## config.mk

```make
export PLATFORM = sky130hd
export DESIGN_NAME = vec_recorder
export DESIGN_NICKNAME = d
export VERILOG_FILES = /design/src/rtl/vec_recorder.sv
export SDC_FILE = /design/constraint.sdc
export NUM_CORES = 1
export LEC_CHECK = 0
export BUFFER_PORTS_ARGS = -buffer_cell sky130_fd_sc_hd__buf_2
export CAP_MARGIN = 25
export CORE_UTILIZATION = 50
export CTS_CLUSTER_DIAMETER = 80
export DETAILED_ROUTE_END_ITERATION = 7
export HOLD_SLACK_MARGIN = 0.1
export PLACE_DENSITY = 0.66
export SKIP_LAST_GASP = 1
export SLEW_MARGIN = 30
export SYNTH_ARGS = -nofsm -noshare
export SYNTH_HDL_FRONTEND = slang
export SYNTH_SLANG_ARGS = --single-unit
```

## constraint.sdc

```tcl
create_clock -name clk -period 2.85 [get_ports clk]
set_input_delay 0.57 -clock clk [delete_from_list [all_inputs] [get_ports clk]]
set_output_delay 0.57 -clock clk [all_outputs]
set_load 0.005 [all_outputs]
```

## src/rtl/vec_recorder.sv

```systemverilog
// Records {s, d[0..3], y} samples into a small memory and dumps them on a registered stream.
// Optional VEC_RECORDER_DEDUP_EN: a capture equal to the last stored record is skipped.
module vec_recorder #(
    parameter int DEPTH = 64,
    parameter int W     = 7
) (
    input  logic         clk,
    input  logic         rst,
    input  logic         start,
    input  logic         stop,
    input  logic         cap_en,
    input  logic [1:0]   s,
    input  logic [3:0]   d,
    input  logic         y,
    input  logic         rd_req,
    input  logic         rd_ready,
    output logic [W-1:0] rd_data,
    output logic         rd_valid,
    output logic         rd_last,
    output logic [6:0]   count,
    output logic         full,
    output logic         busy
);
    // Dump handshake: a record transfers on any edge where rd_valid && rd_ready;
    // while rd_valid is high and rd_ready low, rd_data/rd_last/rd_valid hold.
    localparam int AW = $clog2(DEPTH);
    localparam logic [AW:0] FULL_CNT = DEPTH[AW:0];
    localparam logic [AW:0] ONE      = {{AW{1'b0}}, 1'b1};

    typedef enum logic [1:0] {IDLE, REC, FULL, DUMP} state_t;

    state_t       state_q;
    logic [AW:0]  wr_ptr_q;
    logic [AW:0]  wr_ptr_d;
    logic [AW:0]  rd_ptr_q;
    logic [W-1:0] mem [DEPTH];
    logic [W-1:0] rec;
    logic         dup;
    logic         wr_en;

    assign rec = {s, d[0], d[1], d[2], d[3], y};

`ifdef VEC_RECORDER_DEDUP_EN
    logic [AW-1:0] last_idx;
    assign last_idx = AW'(wr_ptr_q - ONE);
    assign dup      = (wr_ptr_q != '0) && (mem[last_idx] == rec);
`else
    assign dup = 1'b0;
`endif

    assign wr_en    = rst && (state_q == REC) && cap_en && !dup;
    assign wr_ptr_d = wr_ptr_q + ONE;

    always_ff @(posedge clk) begin
        if (wr_en) mem[wr_ptr_q[AW-1:0]] <= rec;
    end

    always_ff @(posedge clk) begin
        if (!rst) begin
            state_q  <= IDLE;
            wr_ptr_q <= '0;
            rd_ptr_q <= '0;
            rd_data  <= '0;
            rd_valid <= 1'b0;
            rd_last  <= 1'b0;
        end else begin
            case (state_q)
                IDLE: begin
                    if (start) begin
                        state_q  <= REC;
                        wr_ptr_q <= '0;
                    end else if (rd_req && wr_ptr_q != '0) begin
                        state_q  <= DUMP;
                        rd_data  <= mem[0];
                        rd_valid <= 1'b1;
                        rd_last  <= (wr_ptr_q == ONE);
                        rd_ptr_q <= ONE;
                    end
                end
                REC: begin
                    if (wr_en) wr_ptr_q <= wr_ptr_d;
                    // stop ends the session even if this capture filled memory
                    if (stop) state_q <= IDLE;
                    else if (wr_en && wr_ptr_d == FULL_CNT) state_q <= FULL;
                end
                FULL: begin
                    if (start) begin
                        state_q  <= REC;
                        wr_ptr_q <= '0;
                    end else if (rd_req) begin
                        state_q  <= DUMP;
                        rd_data  <= mem[0];
                        rd_valid <= 1'b1;
                        rd_last  <= (wr_ptr_q == ONE);
                        rd_ptr_q <= ONE;
                    end
                end
                DUMP: begin
                    if (rd_valid && rd_ready) begin
                        if (rd_last) begin
                            rd_valid <= 1'b0;
                            rd_last  <= 1'b0;
                            state_q  <= IDLE;
                        end else begin
                            rd_data  <= mem[rd_ptr_q[AW-1:0]];
                            rd_last  <= (rd_ptr_q == wr_ptr_q - ONE);
                            rd_ptr_q <= rd_ptr_q + ONE;
                        end
                    end
                end
                default: state_q <= IDLE;
            endcase
        end
    end

    assign count = 7'(wr_ptr_q);
    assign full  = (wr_ptr_q == FULL_CNT);
    assign busy  = (state_q == REC) || (state_q == DUMP);

endmodule

```

After elaboration in Yosys (flattened, before gate mapping)
Memory sizes are Yosys's and may differ from the RTL's. A register that Yosys moved wholly into a read port is not among the register bits.
Cells that the tools add are included.
Storage, ports and cells
  register bits: 25
  memory bits (writable): 448
  output and inout bits: 18
  word-level logic and storage cells: 89
  memories: 1
Operators by class
  add/subtract/negate cells: 3
  equal/unequal tests: 19
  mux-type cells: 44
  reductions and logical operators: 16
Memory list
  mem: depth 64, width 7, read ports 2, clocked after Yosys merged registers in 1, write ports 1, line 36  | logic [W-1:0] mem [DEPTH];
Operators with widths (number)
  7-bit 2-to-1 mux: 14
  7-bit case mux with 3 select lines: 2
  2-bit 2-to-1 mux: 8
  2-bit inequality test, second input constant: 8
  7-bit by 1-bit adder with 7-bit output, second input constant: 2
  7-bit equality test, second input constant: 2
  1-bit 2-to-1 mux: 14
  7-bit case mux with 2 select lines: 1
  7-bit AND reduction: 2
  6-bit 2-to-1 mux: 2
  2-bit case mux with 4 select lines: 1
  7-bit by 1-bit equality test with 1-bit output, second input constant: 1
  7-bit equality test: 1
  7-bit nonzero test: 1
  7-bit by 1-bit subtractor with 7-bit output, second input constant: 1
  3-bit inequality test, second input constant: 2
  1-bit case mux with 3 select lines: 2
  6-bit AND reduction: 1
  1-bit logical AND: 5
  5-bit AND reduction: 1
  2-bit equality test, second input constant: 2
  3-bit by 2-bit inequality test with 1-bit output, second input constant: 1
  3-bit AND reduction: 1
  3-bit nonzero test: 1
  other kinds (6): 6

Logic depth before layout (Yosys ltp)
Gate-level depths: netlist of run 1.
  depth in word-level cells: 7
  mapped depth: 10
  depth with buffers taken out: 7

Worst setup path after synthesis of run 1
Ideal clock, no wire load.
  path type: reg-to-reg
  start: register (tool-made name)
  end: register rd_data[4]
  arrival time: 1943 ps
  required time: 2726 ps
  slack: 783 ps
  cell stages (with the launch flop): 9
  period minus slack after synthesis: 2067 ps
  cell sequence: dfxtp_1 -> buf_2 -> buf_6 -> buf_2 -> mux4_2 -> a32oi_1 -> o31ai_1 -> nor4_1 -> a21oi_1
RTL lines
  to (signal assigned): line 74  | rd_data <= mem[0];
  to (signal assigned): line 92  | rd_data <= mem[0];
  to (signal assigned): line 105  | rd_data <= mem[rd_ptr_q[AW-1:0]];
  to (decl): line 17  | output logic [W-1:0] rd_data,

==> impl_metrics.csv, run 1 <==
group,metric,value,unit
placement,dp_hpwl,28680,µm
layout,drive_gt1_share,29.08,%
route,drt_iter0_drc,956,
cts,clockBufferDepth,3,
pwr,leakagePower,7.100,nW
setup_path,cp.arrival,3.07,ns
logic_synthesis,synth_compound_area_share,4.806,%
logic_synthesis,syn_nets,1085,
global_route,grt.total_usage,23.29,%
logic_synthesis,synth_mux_area_share,13.71,%
pwr,power.density,637.8,nW/µm²
die,die_y,198.0,µm
logic_synthesis,yosys_warnings,0,
hold_path,hold_path.class,"in2reg",
cts,cts_tree,"yes",
logic_synthesis,async_flop_share,0,%
setup_path,cp_max_fo,17,
cts,path_clk_slew,0.06,ns
route,drc_errors,0,
global_route,grt_start_max_net_pins,65,
logic_synthesis,postSynthCellCount,1065,
pwr,finalPower,14.16,mW
sta,hold_violations,0,
sta,finalCriticalPeriod,2.648,ns
layout,area.growth.synth_to_final,15.55,%
sta,drv_slew,0,
setup_path,slowest_stage,"dfxtp_4",
layout,insertedDiodeCount,0,
cts,root_buffer,"clkbuf_16",
logic_synthesis,syn_avg_cell_area,18.04,µm²
die,dieArea,39210,µm²
sta,rsz0062_at_grt,"false",
global_route,grt_pass1_wl,65940,µm
global_route,gr-total-overflow,0,
logic_synthesis,synth-simple-area-share,5.340,%
die,start_util,50.89,%
setup_path,endpoint_kind,"flop",
setup_path,worstPathCellList,"buf_4 -> mux4_2 -> a32oi_1 -> o31ai_1 -> nor4_1 -> a21oi_1",
sta,final.setup_skew,0.01804,ns
logic_synthesis,synth_cell_types,58,
die,ioPinCount,32,
global_route,grt_pass1_vias,10180,
pwr,ir_drop,403.9,µV
logic_synthesis,synth_top_family_by_area,"multiplexers",
logic_synthesis,synth_xor_area_share,0.6838,%
sta,tns,0,ns
die,rows,71,
cts,clock-sinks,479,
sta,slew-limit-headroom,43.72,%
cts,h-tree-depth,2,
route,drt-total-wl,44240,µm
logic_synthesis,synth_top_area_share,70.02,%
setup_path,path_class,"reg2reg",
sta,fmax,377.6,MHz
die,core_area,37760,µm²
logic_synthesis,yosys.area.top_type,"edfxtp_1",
sta,setup_viol,0,
logic_synthesis,ys_ff_latch,479,
logic_synthesis,synthAdderAreaFrac,0.3908,%
placement,place_congestion,0.9052,
placement,io_buffers,31,
cts,cts_buffers,47,
logic_synthesis,ys.flop_type,"edfxtp_1",
sta,tightest_slew,0.8411,ns
setup_path,slowest_delay,0.60,ns
route,firstDrtPassIters,5,
cts,hold_buffers,0,
route,via_per_inst,5.929,
outcome,outcome,"finished clean",
hold_path,holdPathStages,3,
logic_synthesis,synth-edff-count,448,
route,wl_per_cell,25.20,µm
route,ant_nets,0,
run,maxCapViolations,0,
global_route,antenna_found_initial,0,
setup_path,worst-r2r-cell-count,6,
cts,clock_latency,0.56,ns
cts,postCtsSetupRepairBufs,0,
cts,cts_resized,0,
setup_path,startpoint_type,"flop",
setup_path,required,3.27,ns
logic_synthesis,synth-seq-area-share,73.25,%
route,vias,10410,
sta,timing.final.crit_share,92.93,%
layout,nets,1228,
logic_synthesis,synthTopCellsByArea,"edfxtp_1 70%, mux4_2 11%, dfxtp_1 3.2%",
die,die_x,198.0,µm
logic_synthesis,synth_area,19210,µm²
-- kinds of logic (layout without fill, tap and decap cells) --
family          count (synthesis)  after routing
simple gates                  218            218
fa+ha+maj                       6              6
mux                           141            141
buf+inv                        72            252
compound gates                134            134
flops                         479            479
xor+xnor                       15             15
-- worst max-delay path: cells and delay by family (launching register included) --
family,cells,cell delay (ns)
flip-flops,1,0.60
multiplexers,1,0.58
AND/OR/NAND/NOR,1,0.43
buffers and inverters,1,0.40
AO/OA/AOI/OAI,3,0.49
-- final cells by class --
cell class	instances	area [µm²]
Clock buffer	60	1235
Clock inverter	26	217.7
Sequential cell	479	14080
Multi-Input combinational cell	514	4790
Tap cell	511	639.4
Timing Repair Buffer	157	1201
Fill cell	2796	15560
Inverter	9	33.78
-- worst paths after layout --
check / start / end / slack [ns]
worst max register to register: flop / rd_data[0] / 0.20
worst min register to register: rd_data[6] / rd_data[6] / 0.50
worst max-delay path: flop / rd_data[0] / 0.20
worst min-delay path: rd_req / state_q[0] / 0.34
-- layer usage --
layer | GRT usage, % | routed length [µm]
met5 | 0 | 0
met3 | 3.952 | 3412
met2 | 35.52 | 20400
met1 | 34.54 | 19300
met4 | 7.063 | 1131
-- stage by stage --
stage	setup slack, ns	instance area (µm²)	hold WS [ns]	utilization, %	instances
2_1_floorplan	0.7835	19210	0.4692	-	1065
3_3_place_gp	0.1792	20750	0.4880	54.95	1670
3_5_place_dp	0.2648	20750	0.4897	54.95	1670
4_1_cts	0.2565	22200	0.3255	58.80	1756
5_1_grt	0.03113	22200	0.3405	58.80	1756
6_report	0.2016	22200	0.3437	58.80	1756
-- report_power, final --
| part | internal [mW] | total, mW | switching (mW) |
|---|---|---|---|
| registers | 7.70 | 7.73 | 0.0297 |
| clock network | 3.41 | 5.92 | 2.51 |
| logic | 0.201 | 0.508 | 0.307 |
| total | 11.3 | 14.2 | 2.85 |
-- registers in the layout, summed over array words and instances, names as in the netlist, named ones only --
| register | count |
|---|---|
| count | 7 |
| mem | 448 |
| rd_data | 7 |
| rd_last | 1 |
| rd_ptr_q | 7 |
| rd_valid | 1 |
| state_q | 2 |
-- placed cells by master (no fill, tap or decap), drive strengths merged, types with 4 or more instances in the layout --
cell type	Yosys	layout
o21ai	15	15
nand2b	5	5
a22oi	23	23
dfxtp	31	31
mux2i	10	10
bufinv	0	4
and3	6	6
mux2	37	37
nor2	96	96
xor2	8	8
nand3b	4	4
edfxtp	448	448
nand2	36	36
xnor2	7	7
o31ai	4	4
a21oi	26	26
nor3	18	18
and2	7	7
mux4	94	94
nand3	14	14
clkbuf	28	60
or2	4	4
o211ai	7	7
nor4	4	4
a221oi	10	10
nand4	4	4
o311ai	5	5
inv	9	10
nor2b	6	6
o22ai	29	29
ha	6	6
buf	35	157
clkinv	0	20
or3	5	5
-- synth_stat cells (all sizes together), types with 2 or more instances --
cell,instances
o31ai,4
ha,6
and2,7
nor2,96
buf,35
nand2b,5
dfxtp,31
inv,9
o311ai,5
xnor2,7
and3,6
or3,5
nor2b,6
mux4,94
clkbuf,28
edfxtp,448
o22ai,29
nand2,36
a21oi,26
a32oi,3
or4,2
a22oi,23
mux2i,10
o21ai,15
nand4b,3
nand3,14
or2,4
nor3,18
nand4,4
o211ai,7
a221oi,10
xor2,8
mux2,37
a31oi,3
nor4,4
nand3b,4
No activity file was read; power rests on OpenSTA's default activity.
==> run 2, diff against run 1 <==
- MAX_ROUTING_LAYER: unset -> met4
==> impl_metrics.csv, run 2 (synthesis gave the netlist of run 1 again) <==
group,metric,value,unit
outcome,outcome,"finished clean",
setup_path,startpoint_type,"flop",
layout,mostFrequentLayoutCell,"edfxtp_1",
cts,h-tree-depth,2,
cts,hold_buffers,0,
sta,tns,0,ns
pwr,finalPower,14.16,mW
setup_path,cp_max_fo,17,
sta,finalCriticalPeriod,2.622,ns
route,firstDrtPassIters,7,
layout,nets,1228,
route,drc_errors,0,
cts,clock-sinks,479,
die,dieArea,39210,µm²
sta,hold_violations,0,
layout,final_cell_mix,"448 x edfxtp_1, 118 x buf_4, 96 x nor2_1",
route,vias,10350,
die,rows,71,
global_route,grt_start_max_net_pins,65,
route,wl_per_cell,25.21,µm
sta,setup_viol,0,
sta,tightest_slew,0.8152,ns
cts,clock_latency,0.56,ns
layout,area.growth.synth_to_final,15.55,%
placement,dp_hpwl,28680,µm
cts,cts_tree,"yes",
pwr,ir_drop,402.0,µV
cts,postCtsSetupRepairBufs,0,
cts,cts_buffers,47,
die,die_y,198.0,µm
sta,hold-worst-slack,0.3393,ns
cts,clockBufferDepth,3,
cts,cts_resized,0,
sta,fmax,381.3,MHz
route,drt_iter0_drc,999,
sta,slew-limit-headroom,45.45,%
global_route,grt_pass1_wl,65890,µm
route,drt-total-wl,44280,µm
route,ant_nets,0,
global_route,gr-total-overflow,0,
layout,insertedDiodeCount,0,
global_route,antenna_found_initial,0,
pwr,leakagePower,7.100,nW
die,ioPinCount,32,
die,core_area,37760,µm²
cts,root_buffer,"clkbuf_16",
run,maxCapViolations,0,
layout,largest_reg_flops,448,
setup_path,cp.arrival,3.04,ns
route,via_per_inst,5.895,
placement,io_buffers,31,
placement,place_congestion,0.9224,
layout,drive_gt1_share,29.08,%
sta,final.setup_skew,0.01639,ns
global_route,grt.total_usage,24.03,%
sta,drv_slew,0,
setup_path,path_class,"reg2reg",
cts,path_clk_slew,0.06,ns
die,die_x,198.0,µm
sta,timing.final.crit_share,92.01,%
global_route,grt_pass1_vias,10130,
pwr,power.density,638.0,nW/µm²
setup_path,endpoint_kind,"flop",
hold_path,hold_path.class,"in2reg",
sta,rsz0062_at_grt,"false",
setup_path,required,3.27,ns
die,start_util,50.89,%
[run 2: cell counts in the layout (fill, tap and decap cells not counted)]
Identical to the previous run, type by type.
[run 2: area by class of cell]
class                   instances  area [µm²]
fillers                      2796       15560
flip-flops and latches        479       14080
multi-input cells             514        4790
clock buffers                  60        1235
repair buffers                157        1201
well taps                     511       639.4
clock inverters                26       217.7
inverters                       9       33.78
[run 2: worst max-delay path, stage by stage, from the launching register on]
cell	delay, ns
dfxtp_4	0.60
buf_4	0.40
mux4_2	0.57
a32oi_1	0.22
o31ai_1	0.17
nor4_1	0.39
a21oi_1	0.13
[run 2: path summary, 6_finish.rpt]
path	startpoint	endpoint	slack (ns)	cells after the start
setup / recovery	flop	rd_data[4]	0.23	6
hold / removal	rd_req	state_q[0]	0.34	3
setup reg to reg	flop	rd_data[4]	0.23	6
hold reg to reg	rd_data[6]	rd_data[6]	0.50	2
[run 2: layer usage]
metal / share of wire (%) / global-route usage, %
met2: 46 / 35.49
met3: 7.5 / 3.901
met5: 0 / -
met1: 44 / 34.75
met4: 2.5 / 6.833
[run 2: where the power goes]
part / switching [mW] / internal [mW] / total (mW)
clock: 2.52 / 3.41 / 5.93
sequential: 0.0298 / 7.70 / 7.72
combinational: 0.306 / 0.201 / 0.508
total: 2.85 / 11.3 / 14.2
[run 2: through the flow]
stage                     setup WS, ns  area (µm²)  instances  utilization, %
after floorplan                 0.7835       19210       1065               -
after global placement          0.1792       20750       1670           54.95
after detailed placement        0.2648       20750       1670           54.95
after CTS                       0.2565       22200       1756           58.80
after global routing           0.02793       22200       1756           58.80
final                           0.2277       22200       1756           58.80
